$ cat config.mk
export PLATFORM = sky130hd
export DESIGN_NAME = tm_sched_flat
export DESIGN_NICKNAME = d
export VERILOG_FILES = /design/src/rtl/tm_sched_if.sv /design/src/rtl/tm_sched.sv /design/src/flat_wrapper.sv
export SDC_FILE = /design/constraint.sdc
export NUM_CORES = 1
export LEC_CHECK = 0
export CAP_MARGIN = 40
export CORE_ASPECT_RATIO = 1.2
export CORE_MARGIN = 2
export CORE_UTILIZATION = 35
export DETAILED_ROUTE_END_ITERATION = 8
export DONT_BUFFER_PORTS = 1
export SLEW_MARGIN = 20
export SYNTH_ARGS = -nofsm -noshare
export SYNTH_HDL_FRONTEND = slang
export SYNTH_SLANG_ARGS = --single-unit
$ cat constraint.sdc
create_clock -name clk -period 3.69 [get_ports clk]
set_clock_uncertainty 0.2 [all_clocks]
set_input_delay 0.1845 -clock clk [delete_from_list [all_inputs] [get_ports clk]]
set_output_delay 0.1845 -clock clk [all_outputs]
set_load 0.01 [all_outputs]
$ cat src/rtl/tm_sched_if.sv
// Request/grant and measurement-window signals between channel front-ends and tm_sched.
// master drives requests and the ce time base; slave is the scheduler.
interface tm_sched_if #(
   parameter int unsigned N = 4
) ();
   localparam int unsigned ChW = (N > 1) ? $clog2(N) : 1;

   logic           ce;
   logic [N-1:0]   req;
   logic           abort;
   logic [N-1:0]   gnt;
   logic [ChW-1:0] ch;
   logic           Tm;
   logic           done;
   logic           busy;

   modport master (
      output ce, req, abort,
      input  gnt, ch, Tm, done, busy
   );

   modport slave (
      input  ce, req, abort,
      output gnt, ch, Tm, done, busy
   );
endinterface

$ cat src/rtl/tm_sched.sv
// Round-robin owner of the shared Tm window generator: grants one requester, opens a window of
// 1<<M ce-ticks aligned to ce, pulses done at its end, then holds a GAP-tick guard interval.
module tm_sched #(
   parameter int unsigned N   = 4,
   parameter int unsigned M   = 4,
   parameter int unsigned GAP = 2
) (
   input logic       clk,
   input logic       rst_n,
   tm_sched_if.slave sif
);
   localparam int unsigned ChW  = (N > 1) ? $clog2(N) : 1;
   localparam int unsigned GapW = $clog2(GAP + 1);
   localparam int unsigned CntW = ((M + 1) > GapW) ? (M + 1) : GapW;
   localparam logic [CntW-1:0] NpVal  = CntW'(1) << M;
   localparam logic [CntW-1:0] GapVal = CntW'(GAP);
   localparam logic [CntW-1:0] CntOne = CntW'(1);

   typedef enum logic [1:0] {StIdle, StArm, StWin, StGap} state_e;

   state_e          state_q, state_d;
   logic [CntW-1:0] cnt_q, cnt_d;
   logic [ChW-1:0]  ptr_q, ptr_d;
   logic [ChW-1:0]  ch_q, ch_d;
   logic [N-1:0]    gnt_q, gnt_d;
   logic            tm_q, tm_d;
   logic            done_q, done_d;
   logic            busy_q, busy_d;

   logic            sel_found;
   logic [ChW-1:0]  sel_idx;
   logic [ChW-1:0]  cand;
   logic            req_lost;
   logic            last_tick;

   // First requester after the last granted one, wrapping modulo N.
   always_comb begin
      sel_found = 1'b0;
      sel_idx   = '0;
      cand      = '0;
      for (int unsigned k = 1; k <= N; k++) begin
         cand = ChW'((32'(ptr_q) + k) % N);
         if (!sel_found && sif.req[cand]) begin
            sel_found = 1'b1;
            sel_idx   = cand;
         end
      end
   end

   assign req_lost  = !sif.req[ch_q];
   assign last_tick = (cnt_q == CntOne);

   // State register and registered outputs.
   always_ff @(posedge clk or negedge rst_n) begin
      if (!rst_n) begin
         state_q <= StIdle;
         cnt_q   <= '0;
         ptr_q   <= ChW'(N - 1);
         ch_q    <= '0;
         gnt_q   <= '0;
         tm_q    <= 1'b0;
         done_q  <= 1'b0;
         busy_q  <= 1'b0;
      end else begin
         state_q <= state_d;
         cnt_q   <= cnt_d;
         ptr_q   <= ptr_d;
         ch_q    <= ch_d;
         gnt_q   <= gnt_d;
         tm_q    <= tm_d;
         done_q  <= done_d;
         busy_q  <= busy_d;
      end
   end

   // Next-state logic; abort outranks ce and the terminal count.
   always_comb begin
      state_d = state_q;
      case (state_q)
         StIdle: begin
            if (sel_found) state_d = StArm;
         end
         StArm: begin
            if (sif.abort || req_lost) state_d = StIdle;
            else if (sif.ce)           state_d = StWin;
         end
         StWin: begin
            if (sif.abort) begin
               state_d = StIdle;
            end else if (sif.ce && last_tick) begin
               state_d = (GAP > 0) ? StGap : StIdle;
            end
         end
         StGap: begin
            if (sif.ce && last_tick) state_d = StIdle;
         end
         default: state_d = StIdle;
      endcase
   end

   // Next values of the registered outputs and datapath.
   always_comb begin
      cnt_d  = cnt_q;
      ptr_d  = ptr_q;
      ch_d   = ch_q;
      gnt_d  = gnt_q;
      tm_d   = tm_q;
      done_d = 1'b0;
      case (state_q)
         StIdle: begin
            if (sel_found) begin
               gnt_d          = '0;
               gnt_d[sel_idx] = 1'b1;
               ch_d           = sel_idx;
               ptr_d          = sel_idx;
            end
         end
         StArm: begin
            // A cancelled grant keeps ptr, so the dropped channel loses its turn.
            if (sif.abort || req_lost) begin
               gnt_d = '0;
            end else if (sif.ce) begin
               tm_d  = 1'b1;
               cnt_d = NpVal;
            end
         end
         StWin: begin
            if (sif.abort) begin
               tm_d  = 1'b0;
               gnt_d = '0;
            end else if (sif.ce) begin
               if (last_tick) begin
                  tm_d   = 1'b0;
                  gnt_d  = '0;
                  done_d = 1'b1;
                  if (GAP > 0) cnt_d = GapVal;
               end else begin
                  cnt_d = cnt_q - CntOne;
               end
            end
         end
         StGap: begin
            if (sif.ce && !last_tick) cnt_d = cnt_q - CntOne;
         end
         default: begin
            tm_d  = 1'b0;
            gnt_d = '0;
         end
      endcase
      busy_d = (state_d != StIdle);
   end

   assign sif.gnt  = gnt_q;
   assign sif.ch   = ch_q;
   assign sif.Tm   = tm_q;
   assign sif.done = done_q;
   assign sif.busy = busy_q;
endmodule

$ cat src/flat_wrapper.sv
// flat-port wrapper written by rule: the top's interface ports become plain ports
module tm_sched_flat 
#(
   parameter int unsigned N   = 4,
   parameter int unsigned M   = 4,
   parameter int unsigned GAP = 2
)
  (clk, rst_n, sif_ce, sif_req, sif_abort, sif_gnt, sif_ch, sif_Tm, sif_done, sif_busy);
  tm_sched_if #(.N(N)) sif_i ();
  input logic clk;
  input logic rst_n;
  input wire logic [$bits(sif_i.ce)-1:0] sif_ce;
  input wire logic [$bits(sif_i.req)-1:0] sif_req;
  input wire logic [$bits(sif_i.abort)-1:0] sif_abort;
  output wire logic [$bits(sif_i.gnt)-1:0] sif_gnt;
  output wire logic [$bits(sif_i.ch)-1:0] sif_ch;
  output wire logic [$bits(sif_i.Tm)-1:0] sif_Tm;
  output wire logic [$bits(sif_i.done)-1:0] sif_done;
  output wire logic [$bits(sif_i.busy)-1:0] sif_busy;
  assign sif_i.ce = sif_ce;
  assign sif_i.req = sif_req;
  assign sif_i.abort = sif_abort;
  assign sif_gnt = sif_i.gnt;
  assign sif_ch = sif_i.ch;
  assign sif_Tm = sif_i.Tm;
  assign sif_done = sif_i.done;
  assign sif_busy = sif_i.busy;
  tm_sched #(.N(N), .M(M), .GAP(GAP)) u_core (.clk(clk), .rst_n(rst_n), .sif(sif_i));
endmodule
==> impl_metrics.csv, run 1 <==
group,metric,value,unit
worst_setup_path,max_stage_delay,0.45,ns
die,die_area,3880,µm²
placement,gp_congestion,0.901,
clock_tree,cts.clk_slew.worst_paths,0.07,ns
placement,hpwl,2040,µm
power_and_ir_drop,power.leakage,0.565,nW
clock_tree,numCtsBuffers,3,
final_layout,diodes,0,
worst_setup_path,cp-end-kind,"flop",
clock_tree,cts_root_buffer,"clkbuf_8",
timing,min_period_over_period,69.9,%
detailed_routing,vias,1012,
global_routing,gr-usage-all-layers,16.0,%
worst_setup_path,start_kind,"flop",
timing,hold-worst-slack,0.00742,ns
min_path,worstHoldStart,"sif_abort",
synth,synth_largest_area_cell,"dfrtp_1",
timing,hold_viol_final,0,
worst_setup_path,crit_chain,"inv_1 > ha_1 > nor4b_2 > a21boi_0 > or3_4 > o41ai_1",
global_routing,antenna_found_initial,0,
worst_setup_path,crit_required,3.62,ns
detailed_routing,drt-pass1-iter-count,4,
detailed_routing,wire_per_inst,16.9,µm
detailed_routing,routed_wl,2750,µm
synth,async_reset_ff_share,100,%
synth,synth_common_cells,"16 x dfrtp_1, 10 x inv_1, 7 x a21oi_1, 7 x ha_1, 6 x nand2_1",
final_layout,nNetsFinal,142,
die,start_util,36.2,%
die,coreArea,3280,µm²
die,io_pins,17,
synth,synthFlopType,"dfrtp_1",
final_layout,fill_cells,334,
die,die-width,57.2,µm
synth,ys_ff_latch,18,
timing,fmax,388,MHz
power_and_ir_drop,p_per_area,807,nW/µm²
timing,worst_slew_pin_slew,0.554,ns
power_and_ir_drop,finalPower,1.07,mW
clock_tree,htreeDepth,1,
worst_setup_path,cp_slowest_cell,"nor4b_2",
synth,syn_avg_cell_area,9.98,µm²
final_layout,drive_above_1_share,11.9,%
synth,synthMostInstantiatedCell,"dfrtp_1",
synth,synth_cells,119,
placement,io_buffers,0,
final_layout,seq_area,453,µm²
run_status,status,"complete, no violations",
detailed_routing,drtIter0Drc,37,
clock_tree,cts_max_path_buffers,2,
worst_setup_path,critPathLaunch,"u_core.cnt_q[1]",
final_layout,utilization,40.3,%
clock_tree,clk-insertion-delay-late,0.25,ns
timing,slew_viol_final,0,
placement,place_area,1230,µm²
die,fp-row-count,23,
synth,yosys-top-cells-area,"dfrtp_1 34%, ha_1 7.4%, dfstp_2 4.4%, o41ai_1 3.7%, inv_1 3.2%",
global_routing,grt_start_max_net_pins,19,
timing,rsz0062_at_grt,"false",
detailed_routing,drc,0,
clock_tree,clock-sinks,18,
timing,maxSlewHeadroom,62.7,%
die,die_y,67.8,µm
global_routing,grt_overflow,0,
timing,period_minus_slack,2.58,ns
synth,synth-edff-count,0,
synth,synth_top_area_share,33.7,%
synth,synth.distinct_cells,45,
worst_setup_path,critPathKind,"flop to flop",
power_and_ir_drop,peakVddDrop,449,µV
worst_setup_path,r2r-start,"u_core.cnt_q[1]",
global_routing,grt_first_pass_wirelength,4750,µm
synth,netlist_area,1190,µm²
synth,synth_fp_nets,134,
global_routing,grt_pass1_vias,1091,
final_layout,multi_input_area,689,µm²
synth,yosys_warnings,0,
timing,setup_tns,0,ns
final_layout,design_area,1320,µm²
detailed_routing,vias_per_cell,6.21,
clock_tree,cts_tree,"done",
final_layout,area_delta_synth_final,11.4,%
detailed_routing,ant_nets,0,
job,cap_violations,0,
worst_setup_path,crit_arrival,2.51,ns
timing,setup_violations,0,
min_path,hold_class,"primary input to flop",
clock_tree,postCtsSetupRepairBufs,0,
synth,yosysSeqAreaShare,38.1,%
worst_setup_path,worstPathMaxFanout,6,
==> final cells by class <==
cell class	count	area share [%]
inverter	10	2.84
multi-input combinational	89	52.1
sequential	18	34.2
tap	37	3.50
clock buffer	4	3.41
timing repair buffer	5	3.88
==> power breakdown <==
part,switching (mW),leakage [nW],internal (mW),total [mW]
clock,0.0649,0.0228,0.0767,0.142
sequential,0.103,0.226,0.288,0.391
combinational,0.291,0.316,0.244,0.535
==> repair_timing <==
| item | in CTS | in global routing |
|---|---|---|
| hold buffers | 4 | 0 |
| hold endpoints to repair | 20 | 0 |
| resized for setup | 0 | 0 |
==> placed cells by master (no fill, tap or decap), types with 3 or more instances in the layout <==
master,synthesis,routed
o21ai_0,4,4
a21oi_1,7,7
dlygate4sd3_1,0,4
nor3_1,3,3
o31ai_1,4,4
dfrtp_1,16,16
clkbuf_8,0,3
ha_1,7,7
o2111ai_1,3,3
nand2_1,6,6
mux2_2,3,3
inv_1,10,10
nor2b_1,5,5
o41ai_1,5,5
==> registers in the layout (all words and copies together), names as in the netlist <==
signal	flops
u_core.cnt_q	5
u_core.sif.gnt	4
u_core.ptr_q	2
u_core.sif.ch	2
u_core.state_q	2
u_core.sif.Tm	1
u_core.sif.busy	1
u_core.sif.done	1
==> through the flow <==
step / worst slack [ns] / instances
final: 1.11 / 163
after floorplan: 1.50 / 119
after global placement: 1.36 / 154
after CTS: 1.13 / 162
after detailed placement: 1.14 / 154
after global routing: 0.954 / 163
==> final timing paths <==
| kind | slack, ns | end | cells after the start |
|---|---|---|---|
| worst max-delay path | 1.11 | u_core.sif.gnt[3] | 6 |
| worst min-delay path | 0.007 | u_core.sif.done | 2 |
| worst max register to register | 1.11 | u_core.sif.gnt[3] | 6 |
| worst min register to register | 0.33 | u_core.ptr_q[1] | 2 |
| max in group asynchronous | 2.68 | u_core.ptr_q[0] | 2 |
| min in group asynchronous | 0.10 | u_core.cnt_q[4] | 1 |
==> worst max-delay path: cells and delay by family (launching register included) <==
kind                     cells  cell delay, ns
AO/OA/AOI/OAI                2            0.72
flip-flops                   1            0.40
adder cells (fa/ha/maj)      1            0.17
AND/OR/NAND/NOR              2            0.87
buffers and inverters        1            0.09
==> metal layers <==
layer,global-route usage (%),vias up,wire length (µm)
li1,-,479,-
met1,18.0,498,1200
met2,27.4,23,1360
met3,2.87,12,101
met4,10.8,0,91
met5,0,-,0
==> logic make-up (layout without fill, tap and decap cells) <==
family,count (synthesis),in the layout,synth area share [%]
compound gates,45,45,27.7
fa+ha+maj,7,7,7.38
buf+inv,12,19,3.79
flops,18,18,38.1
mux,5,5,5.58
simple gates,32,32,17.4
No activity file was read; power rests on OpenSTA's default activity.
==> run 2, diff against run 1 <==
clock period = 2.65 ns   (was 3.69 ns; I/O delays follow)
==> impl_metrics.csv, run 2 (synthesis results as in run 1) <==
group,metric,value,unit
run_status,status,"complete, no violations",
final_layout,layout_commonest_cell,"dfrtp_1",
final_layout,area_delta_synth_final,13.8,%
die,coreArea,3280,µm²
worst_setup_path,worstPathMaxFanout,5,
final_layout,final_cell_mix,"16 x dfrtp_1, 10 x inv_1, 7 x a21oi_1, 7 x ha_1, 6 x nand2_1",
placement,hpwl,2100,µm
timing,fmax,420,MHz
placement,dp_worst_setup_slack,0.298,ns
detailed_routing,wire_per_inst,16.6,µm
timing,period_minus_slack,2.38,ns
final_layout,diodes,0,
timing,setup_tns,0,ns
worst_setup_path,crit_required,2.59,ns
power_and_ir_drop,p_int,0.856,mW
timing,min_period_over_period,89.8,%
power_and_ir_drop,pwr-share-comb,50.6,%
power_and_ir_drop,power_frac_clock,13.2,%
placement,gp_congestion,0.825,
die,die_y,67.8,µm
placement,place_inst,156,
clock_tree,numCtsBuffers,3,
timing,worst_slew_pin_slew,0.566,ns
timing,maxSlewHeadroom,61.9,%
placement,io_buffers,0,
power_and_ir_drop,p_per_area,1110,nW/µm²
final_layout,fin_cells,166,
power_and_ir_drop,swShare,42.8,%
detailed_routing,drt-pass1-iter-count,4,
clock_tree,clk-insertion-delay-late,0.25,ns
placement,place_area,1240,µm²
die,die_area,3880,µm²
clock_tree,postCtsSetupRepairBufs,0,
detailed_routing,drc,0,
timing,rsz0062_at_grt,"false",
worst_setup_path,cp-end-kind,"flop",
die,fp-row-count,23,
min_path,worstHoldStart,"sif_req[0]",
global_routing,grt_first_pass_wirelength,4890,µm
timing,setup_slack,0.272,ns
worst_setup_path,start_kind,"flop",
die,die-width,57.2,µm
clock_tree,cts.clk_slew.worst_paths,0.07,ns
timing,hold_viol_final,0,
clock_tree,htreeDepth,1,
power_and_ir_drop,finalPower,1.50,mW
clock_tree,clock-sinks,18,
global_routing,grt_overflow,0,
clock_tree,cts_max_path_buffers,2,
detailed_routing,vias_per_cell,5.95,
final_layout,seq_area,453,µm²
worst_setup_path,r2r-start,"u_core.sif.ch[0]",
job,cap_violations,0,
power_and_ir_drop,switching_power,0.640,mW
detailed_routing,drtIter0Drc,36,
timing,slew_viol_final,0,
power_and_ir_drop,p_seq_share,36.2,%
power_and_ir_drop,power.leakage,0.582,nW
timing,setup_violations,0,
global_routing,grt_start_max_net_pins,19,
die,io_pins,17,
final_layout,fill_cells,340,
final_layout,multi_input_area,689,µm²
detailed_routing,routed_wl,2760,µm
clock_tree,cts_resized,0,
clock_tree,cts_tree,"done",
worst_setup_path,critPathLaunch,"u_core.sif.ch[0]",
clock_tree,hold_buffers,5,
min_path,hold_class,"primary input to flop",
detailed_routing,vias,988,
final_layout,design_area,1350,µm²
global_routing,gr-usage-all-layers,16.4,%
global_routing,grt_pass1_vias,1060,
final_layout,nNetsFinal,145,
die,start_util,36.2,%
worst_setup_path,critPathKind,"flop to flop",
power_and_ir_drop,peakVddDrop,532,µV
final_layout,top_register,"u_core.cnt_q",
clock_tree,cts_root_buffer,"clkbuf_8",
global_routing,antenna_found_initial,0,
final_layout,largest_reg_flops,5,
detailed_routing,ant_nets,0,
worst_setup_path,crit_arrival,2.32,ns
final_layout,drive_above_1_share,13.2,%
run 2: cell types whose count changed in the layout (fill, tap and decap cells not counted):
cell / change
buf_6: -1
dlygate4sd3_1: +1
buf_4: +2
buf_8: +1
run 2: worst max-delay path, cell delays in order (launching register included):
cell and delay [ns]:
dfrtp_1 0.44, mux4_2 0.60, o2111ai_1 0.13, dlygate4sd3_1 0.59, o21ai_1 0.08, or2_1 0.24
run 2: area by class of cell:
| class | count | share of cell area, % |
|---|---|---|
| repair buffers | 8 | 5.93 |
| flip-flops and latches | 18 | 33.5 |
| multi-input cells | 89 | 51.0 |
| clock buffers | 4 | 3.33 |
| well taps | 37 | 3.43 |
| inverters | 10 | 2.78 |
run 2: metal layers:
layer  vias to the layer above  part of all wire, %  GRT usage, %
met5                         -                    0             0
met3                         8                  3.9          2.87
li1                        482                    -             -
met4                         0                  2.7          7.85
met1                       478                   42          19.0
met2                        20                   51          29.5
run 2: power groups by stage:
| stage | Combinational [mW] | Clock (mW) | Sequential, mW |
|---|---|---|---|
| final | 0.756 | 0.198 | 0.542 |
| after global routing | 0.867 | 0.220 | 0.565 |
| after CTS | 0.757 | 0.205 | 0.544 |
| after detailed placement | 0.737 | 0 | 0.549 |
| after global placement | 0.725 | 0 | 0.542 |
| after floorplan | 0.599 | 0 | 0.513 |
run 2: final timing paths:
path,cells after the start,slack [ns],end
setup / recovery,5,0.27,u_core.sif.busy
hold / removal,3,0.01,u_core.state_q[1]
setup reg to reg,5,0.27,u_core.sif.busy
hold reg to reg,2,0.33,u_core.ptr_q[1]
max in group asynchronous,2,1.71,u_core.ptr_q[0]
min in group asynchronous,1,0.04,u_core.sif.ch[1]
run 2: metrics by stage:
| stage | utilization (%) | hold slack, ns |
|---|---|---|
| floorplan | - | -0.363 |
| global placement | 37.8 | -0.362 |
| detailed placement | 37.8 | -0.362 |
| CTS | 40.7 | 0.0110 |
| global route | 41.2 | 0.0385 |
| finish | 41.2 | 0.0101 |
